--- config.mk ---
export PLATFORM = sky130hd
export DESIGN_NAME = pipelined_adder
export DESIGN_NICKNAME = d
export VERILOG_FILES = /design/src/rtl/pipelined_adder_pkg.sv /design/src/rtl/pipelined_adder_stage.sv /design/src/rtl/pipelined_adder.sv
export SDC_FILE = /design/constraint.sdc
export NUM_CORES = 1
export LEC_CHECK = 0
export BUFFER_PORTS_ARGS = -buffer_cell sky130_fd_sc_hd__buf_2
export CORE_UTILIZATION = 50
export CTS_CLUSTER_DIAMETER = 200
export DETAILED_ROUTE_END_ITERATION = 8
export PLACE_DENSITY_LB_ADDON = 0.25
export SLEW_MARGIN = 40
export SYNTH_ARGS = -nofsm -noshare
export SYNTH_HDL_FRONTEND = slang
export SYNTH_SLANG_ARGS = --single-unit
export TNS_END_PERCENT = 50
--- constraint.sdc ---
create_clock -name clk -period 1.7 [get_ports clk]
set_input_delay 0.085 -clock clk [delete_from_list [all_inputs] [get_ports clk]]
set_output_delay 0.085 -clock clk [all_outputs]
set_load 0.05 [all_outputs]
--- src/rtl/pipelined_adder_pkg.sv ---
// Shared defaults and configuration helpers for the pipelined adder.
package pipelined_adder_pkg;

    localparam int unsigned DEFAULT_WIDTH  = 32'd16;
    localparam int unsigned DEFAULT_STAGES = 32'd4;

    function automatic int unsigned chunk_of(input int unsigned width, input int unsigned stages);
        return width / stages;
    endfunction

    function automatic bit cfg_ok(input int unsigned width, input int unsigned stages);
        return (stages >= 32'd1) && ((width % stages) == 32'd0);
    endfunction

endpackage

--- src/rtl/pipelined_adder_stage.sv ---
// One CHUNK-bit carry-ripple slice of the pipelined adder with its own
// data/valid registers; it loads whenever it is empty or downstream accepts.
module pipelined_adder_stage #(
    parameter int unsigned WIDTH = 32'd16,
    parameter int unsigned CHUNK = 32'd4,
    parameter int unsigned IDX   = 32'd0
) (
    input  logic             clk,
    input  logic             rst_n,
    input  logic             valid_i,
    input  logic             ready_i,
    input  logic [WIDTH-1:0] a_i,
    input  logic [WIDTH-1:0] b_i,
    input  logic [WIDTH-1:0] sum_i,
    input  logic             carry_i,
    output logic             valid_o,
    output logic [WIDTH-1:0] a_o,
    output logic [WIDTH-1:0] b_o,
    output logic [WIDTH-1:0] sum_o,
    output logic             carry_o
);
    localparam int unsigned LSB = IDX * CHUNK;

    logic             valid_q, valid_d;
    logic [WIDTH-1:0] a_q, a_d, b_q, b_d, sum_q, sum_d;
    logic             carry_q, carry_d;
    logic [CHUNK:0]   slice_s;
    logic             load_s;

    assign load_s = !valid_q || ready_i;

    // Slice add and next-state selection; data only moves when a real op enters.
    always_comb begin
        slice_s = {1'b0, a_i[LSB +: CHUNK]} + {1'b0, b_i[LSB +: CHUNK]} + {{CHUNK{1'b0}}, carry_i};
        valid_d = valid_q;
        a_d     = a_q;
        b_d     = b_q;
        sum_d   = sum_q;
        carry_d = carry_q;
        if (load_s) begin
            valid_d = valid_i;
        end else begin
            valid_d = valid_q;
        end
        if (load_s && valid_i) begin
            a_d                = a_i;
            b_d                = b_i;
            sum_d              = sum_i;
            sum_d[LSB +: CHUNK] = slice_s[CHUNK-1:0];
            carry_d            = slice_s[CHUNK];
        end else begin
            a_d     = a_q;
            b_d     = b_q;
            sum_d   = sum_q;
            carry_d = carry_q;
        end
    end

    // Stage registers; reset drops any op held here.
    always_ff @(posedge clk or negedge rst_n) begin
        if (!rst_n) begin
            valid_q <= 1'b0;
            a_q     <= {WIDTH{1'b0}};
            b_q     <= {WIDTH{1'b0}};
            sum_q   <= {WIDTH{1'b0}};
            carry_q <= 1'b0;
        end else begin
            valid_q <= valid_d;
            a_q     <= a_d;
            b_q     <= b_d;
            sum_q   <= sum_d;
            carry_q <= carry_d;
        end
    end

    assign valid_o = valid_q;
    assign a_o     = a_q;
    assign b_o     = b_q;
    assign sum_o   = sum_q;
    assign carry_o = carry_q;

endmodule

--- src/rtl/pipelined_adder.sv ---
// Pipelined WIDTH-bit adder in STAGES registered slices with valid/ready on both sides.
// Optional subtract mode (sub port, a + ~b + 1) when PIPE_ADDER_SUB_EN is defined.
module pipelined_adder
    import pipelined_adder_pkg::*;
#(
    parameter int unsigned WIDTH  = DEFAULT_WIDTH,
    parameter int unsigned STAGES = DEFAULT_STAGES
) (
    input  logic             clk,
    input  logic             rst_n,
    input  logic             in_valid,
    output logic             in_ready,
    input  logic [WIDTH-1:0] a,
    input  logic [WIDTH-1:0] b,
    input  logic             cin,
`ifdef PIPE_ADDER_SUB_EN
    input  logic             sub,
`endif
    output logic             out_valid,
    input  logic             out_ready,
    output logic [WIDTH:0]   s
);
    localparam int unsigned CHUNK = chunk_of(WIDTH, STAGES);

    if (!cfg_ok(WIDTH, STAGES)) begin : g_cfg_err
        $error("pipelined_adder: WIDTH must be a multiple of STAGES and STAGES >= 1");
    end

    logic [STAGES-1:0] vld_s;
    logic [STAGES-1:0] rdy_s;
    logic [WIDTH-1:0]  a_s   [STAGES+1];
    logic [WIDTH-1:0]  b_s   [STAGES+1];
    logic [WIDTH-1:0]  sum_s [STAGES+1];
    logic              c_s   [STAGES+1];
    logic [WIDTH-1:0]  b0_s;
    logic              c0_s;

    // Subtract is folded into the operands so the slices only ever add.
    always_comb begin
        b0_s = b;
        c0_s = cin;
`ifdef PIPE_ADDER_SUB_EN
        if (sub) begin
            b0_s = ~b;
            c0_s = 1'b1;
        end else begin
            b0_s = b;
            c0_s = cin;
        end
`endif
    end

    assign a_s[0]   = a;
    assign b_s[0]   = b0_s;
    assign sum_s[0] = {WIDTH{1'b0}};
    assign c_s[0]   = c0_s;

    // Stage k may load if the consumer takes data or any stage from k onward is empty.
    for (genvar k = 0; k < STAGES; k++) begin : g_stage
        logic v_in_s;
        if (k == 0) begin : g_first
            assign v_in_s = in_valid;
        end else begin : g_rest
            assign v_in_s = vld_s[k-1];
        end
        assign rdy_s[k] = out_ready || !(&vld_s[STAGES-1:k]);

        pipelined_adder_stage #(
            .WIDTH (WIDTH),
            .CHUNK (CHUNK),
            .IDX   (k)
        ) u_stage (
            .clk     (clk),
            .rst_n   (rst_n),
            .valid_i (v_in_s),
            .ready_i (rdy_s[k]),
            .a_i     (a_s[k]),
            .b_i     (b_s[k]),
            .sum_i   (sum_s[k]),
            .carry_i (c_s[k]),
            .valid_o (vld_s[k]),
            .a_o     (a_s[k+1]),
            .b_o     (b_s[k+1]),
            .sum_o   (sum_s[k+1]),
            .carry_o (c_s[k+1])
        );
    end

    assign in_ready  = rdy_s[0];
    assign out_valid = vld_s[STAGES-1];
    assign s         = {c_s[STAGES], sum_s[STAGES]};

endmodule
* Word-level counts from Yosys, hierarchy flattened
Index checks and enable logic that the tools add are counted.
** Word-level totals
- Register bits :: 144
- Output and inout port bits :: 19
- Logic and storage cells :: 48
** Operators by class
- Reductions and logical operators :: 22
- Add/sub/neg operators :: 8
** Operator list (count)
- $add 4x4->5 :: 4
- $add 5x1->5 :: 4
- $logic_or 1x1->1 :: 8
- $logic_not 1->1 :: 7
- $logic_and 1x1->1 :: 4
- $reduce_and 4->1 :: 1
- $reduce_and 3->1 :: 1
- $reduce_and 2->1 :: 1

* Longest topological paths before layout
- Depth after elaboration :: 5
- Mapped depth :: 7
- Gate-level depth less buffers :: 7

* By module
From an unflattened synthesis, not the netlist that was laid out.
** Second synthesis, totals
- Cells, all modules :: 531
- Area, all modules :: 8336.7 µm²
** By module, submodules not included
- pipelined_adder_stage :: cells an instance 131, times used 4, area each 2073.2 µm²
- pipelined_adder :: cells an instance 7, times used 1, area each 43.8 µm²

* Worst setup path after synthesis
Ideal clock, no wire load.
- Path kind :: flip-flop to flip-flop
- Start point :: reg g_stage[3].u_stage.valid_q
- End point :: reg g_stage[0].u_stage.a_q[14]
- Stages on the path, launching flop included :: 5
- Data required time :: 1.575 ns
- Slack :: -0.065 ns
- Arrival time :: 1.640 ns
- Period minus slack after synthesis :: 1.765 ns
- Buffers on the path :: 1
- Cells stage by stage :: dfrtp_1 nand4b_1 o21ai_2 buf_4 mux2_2
** Between the ends
- Word-level cells in the longest chain between the ends :: 5
** RTL lines
- start: declaration :: RTL line pipelined_adder_stage.sv:24 : logic valid_q, valid_d;
- start signal: assignment :: RTL line pipelined_adder_stage.sv:68 : valid_q <= valid_d;
- $reduce_and 4->1 :: RTL line pipelined_adder.sv:66 : assign rdy_s[k] = out_ready || !(&vld_s[STAGES-1:k]);
- $logic_not 1->1 :: RTL line pipelined_adder.sv:66
- $logic_or 1x1->1 :: RTL line pipelined_adder.sv:66
- $logic_or 1x1->1 :: RTL line pipelined_adder_stage.sv:30 : assign load_s = !valid_q || ready_i;
- $logic_and 1x1->1 :: RTL line pipelined_adder_stage.sv:45 : if (load_s && valid_i) begin
- end signal: assignment :: RTL line pipelined_adder_stage.sv:63 : a_q <= {WIDTH{1'b0}};
- end: declaration :: RTL line pipelined_adder_stage.sv:25 : logic [WIDTH-1:0] a_q, a_d, b_q, b_d, sum_q, sum_d;
Every way passes these cells.
A chain may end at the register's enable or synchronous reset.

* Worst setup path in the final report
- Start point :: reg g_stage[2].u_stage.b_q[12]
- End point :: reg g_stage[3].u_stage.carry_q
** Between the ends
- Word-level cells in the longest chain between the ends :: 2
** RTL lines
- start: declaration :: RTL line pipelined_adder_stage.sv:25
- start signal: assignment :: RTL line pipelined_adder_stage.sv:64 : b_q <= {WIDTH{1'b0}};
- $add 4x4->5 :: RTL line pipelined_adder_stage.sv:34 : slice_s = {1'b0, a_i[LSB +: CHUNK]} + {1'b0, b_i[LSB +: CHUNK]} + {{CHUNK{1'b0}}, carry_i};
- $add 5x1->5 :: RTL line pipelined_adder_stage.sv:34
- end signal: assignment :: RTL line pipelined_adder_stage.sv:72 : carry_q <= carry_d;
- end: declaration :: RTL line pipelined_adder_stage.sv:26 : logic carry_q, carry_d;
Every way passes these cells.

==> impl_metrics.tcl <==
set metrics [dict create \
    drc 0 \
    root_buffer "clkbuf_8" \
    critPathKind "reg2reg" \
    clk_latency_ns 0.35 \
    static-leakage-power_nw 2.30 \
    fin_worst_skew_ns 0.00937 \
    avgRoutedWirePerCell_microns 14.0 \
    drive_above_1_share_pct 44.2 \
    cts_buffers 9 \
    ant_nets 0 \
    die_w_microns 92.2 \
    grt_first_pass_wirelength_microns 11400 \
    clkPwrFrac_pct 18.1 \
    p_comb_share_pct 36.7 \
    m1WireLength_microns 2960 \
    dr.pass1.iters 3 \
    ys.flop_type "dfrtp_1" \
    ys_ff_latch 96 \
    diodes 0 \
    drt-initial-drc-count 62 \
    critPathRequiredTime_ns 1.95 \
    wl_met3_microns 186 \
    cts_tree "done" \
    status "finished, final reports clean" \
    hold_ws_ns 0.0384 \
    wl_met2_microns 3330 \
    initial_utilization_pct 52.1 \
    die_y_microns 92.2 \
    hold_viol 0 \
    rows 32 \
    hp-class "in2reg" \
    cts.reportedPaths.clkPinSlew_ns 0.09 \
    antenna_found_initial 0 \
    synth_top_area_share_pct 59.1 \
    peakVddDrop_v 0.000869 \
    post-place-ws_ns -0.128 \
    path_max_fanout 2 \
    cp-end-kind "register" \
    synth-async-reset-ratio_pct 100 \
    pwr-share-seq_pct 45.2 \
    rsz0062_at_grt "true" \
    synth_area_leaders "dfrtp_1 59%, mux2_2 21%, fa_1 3.9%" \
    slew_violations 0 \
    post-route-min-period_ns 1.68 \
    tightest_slew_ns 0.378 \
    ys_types 21 \
    io_pins 56 \
    synth_area_sq_mm 0.00407 \
    synthTopCellsByCount "96 x dfrtp_1, 76 x mux2_2, 17 x nand2_1, 14 x o21ai_0, 12 x ha_1" \
    grt_max_degree 51 \
    whs_path_depth 3 \
    hpwlAfterDp_microns 4400 \
    swShare_pct 35.7 \
    vias 2366 \
    synth_edf_count 0 \
    htreeDepth 3 \
    maxSlewHeadroom_pct 74.8 \
    cts.sinks 96 \
    grtUsageTotal_pct 17.4 \
    cp-start-kind "register" \
    internal-power_w 0.00495 \
    syn_nets 335 \
    setup_viol 0 \
    final_nets 423 \
    gp_congestion 0.694 \
    syn_inst 278 \
    setup_slack_ns 0.0208 \
    fin_crit_sh_pct 98.8 \
    die_area_sq_mm 0.00850 \
    grt_pass1_vias 2518 \
    maxCapViolCount 0 \
    fmax_mhz 596 \
    switchingPower_w 0.00275 \
    cts_setup_buffers 0 \
    grt_overflow 0 \
    power.density_mw_per_mm2 1540 \
    synth.largest_area_cell "dfrtp_1" \
    area_growth_pct 22.7 \
    r2r_cells 5 \
    cp_data_arrival_time_ns 1.93 \
    avgViaCountPerCell 5.00 \
    ys_seq_area_share_pct 59.1 \
    place.port_buffers 55 \
    yosysMostFrequentCell "dfrtp_1" \
    synth.avg_cell_area_sq_um 14.6 \
    core_sq_mm 0.00781 \
    routed.top_layer "met4" \
    wirelength_microns 6600 \
    yosysWarnings 0 \
    total_power_w 0.00770 \
    clk_path_buf_depth 2 \
]
-- critical path, cell delays in order, from the launching register on --
cell,delay (ns)
dfrtp_1,0.41
fa_2,0.42
fa_2,0.36
a21o_1,0.17
a21oi_1,0.14
o21ai_1,0.07
-- registers in the layout, indices dropped and copies added, names as in the netlist --
register / cells
g_stage.u_stage.b_o: 24
g_stage.u_stage.valid_o: 4
g_stage.u_stage.sum_o: 40
g_stage.u_stage.carry_o: 4
g_stage.u_stage.a_o: 24
-- power by group through the flow --
stage	clock (W)	sequential, W	combinational, W
final	0.00139	0.00348	0.00283
after global routing	0.00153	0.00359	0.00309
after CTS	0.00145	0.00349	0.00286
after detailed placement	0	0.00353	0.00278
after global placement	0	0.00350	0.00266
after floorplan	0	0.00408	0.00146
-- through the flow --
| stage | utilization [%] | setup TNS (ns) | cell area [sq um] | cells |
|---|---|---|---|---|
| global route | 63.9 | -0.0636 | 4990 | 473 |
| global placement | 57.9 | -0.0346 | 4520 | 431 |
| detailed placement | 57.9 | -0.140 | 4520 | 431 |
| finish | 63.9 | 0 | 4990 | 473 |
| CTS | 63.8 | -0.00798 | 4980 | 473 |
| floorplan | - | 0 | 4070 | 278 |
-- cell type report --
class                           count  area (sq um)
Multi-Input combinational cell    162          1580
Clock buffer                       12           165
Fill cell                         613          2820
Tap cell                          102           128
Clock inverter                      4          27.5
Timing Repair Buffer               88           653
Inverter                            9          33.8
Sequential cell                    96          2400
-- cells by family after synthesis --
kind of cell    Yosys count  share of synthesized area, %
flops                    96                          59.1
mux                      78                          21.6
compound gates           31                          4.40
buf+inv                  20                          2.65
xor+xnor                  8                          1.72
simple gates             25                          2.89
fa+ha+maj                20                          7.63
-- what timing repair did --
action,in CTS,in global routing
resized for setup,3,4
hold buffers,26,0
setup endpoints to repair,3,4
endpoints found under the hold margin,52,0
pin swaps,0,2
-- per-layer routing --
| metal | vias up | GRT usage (%) |
|---|---|---|
| met2 | 35 | 28.3 |
| met1 | 1191 | 23.1 |
| met4 | 0 | 8.33 |
| met3 | 9 | 2.65 |
| li1 | 1131 | - |
| met5 | - | 0 |
-- path summary, 6_finish.rpt --
kind	start	to	slack (ns)
hold / removal	out_ready	g_stage[2].u_stage.valid_o$_DFFE_PN0P_	0.04
max in group asynchronous	rst_n	g_stage[0].u_stage.a_o[6]$_DFFE_PN0P_	0.92
min in group asynchronous	rst_n	g_stage[2].u_stage.valid_o$_DFFE_PN0P_	0.18
setup / recovery	g_stage[2].u_stage.b_o[12]$_DFFE_PN0P_	g_stage[3].u_stage.carry_o$_DFFE_PN0P_	0.02
setup reg to reg	g_stage[2].u_stage.b_o[12]$_DFFE_PN0P_	g_stage[3].u_stage.carry_o$_DFFE_PN0P_	0.02
hold reg to reg	g_stage[1].u_stage.sum_o[6]$_DFFE_PN0P_	g_stage[1].u_stage.sum_o[6]$_DFFE_PN0P_	0.48
-- cells in the final DEF, fill, tap and decap left out, types with 2 or more instances in the layout --
cell	instances
mux2_2	76
ha_1	12
clkbuf_8	12
dfrtp_1	95
clkinvlp_4	3
nand2_1	17
buf_4	3
inv_1	9
buf_12	5
o21ai_0	13
nand2b_1	3
fa_1	3
xor2_1	6
fa_2	5
xnor2_1	2
a21o_1	8
dlygate4sd3_1	26
buf_2	54
or2_2	2
a21oi_1	7
mux2_1	2
(Power assumes the default switching activity.)
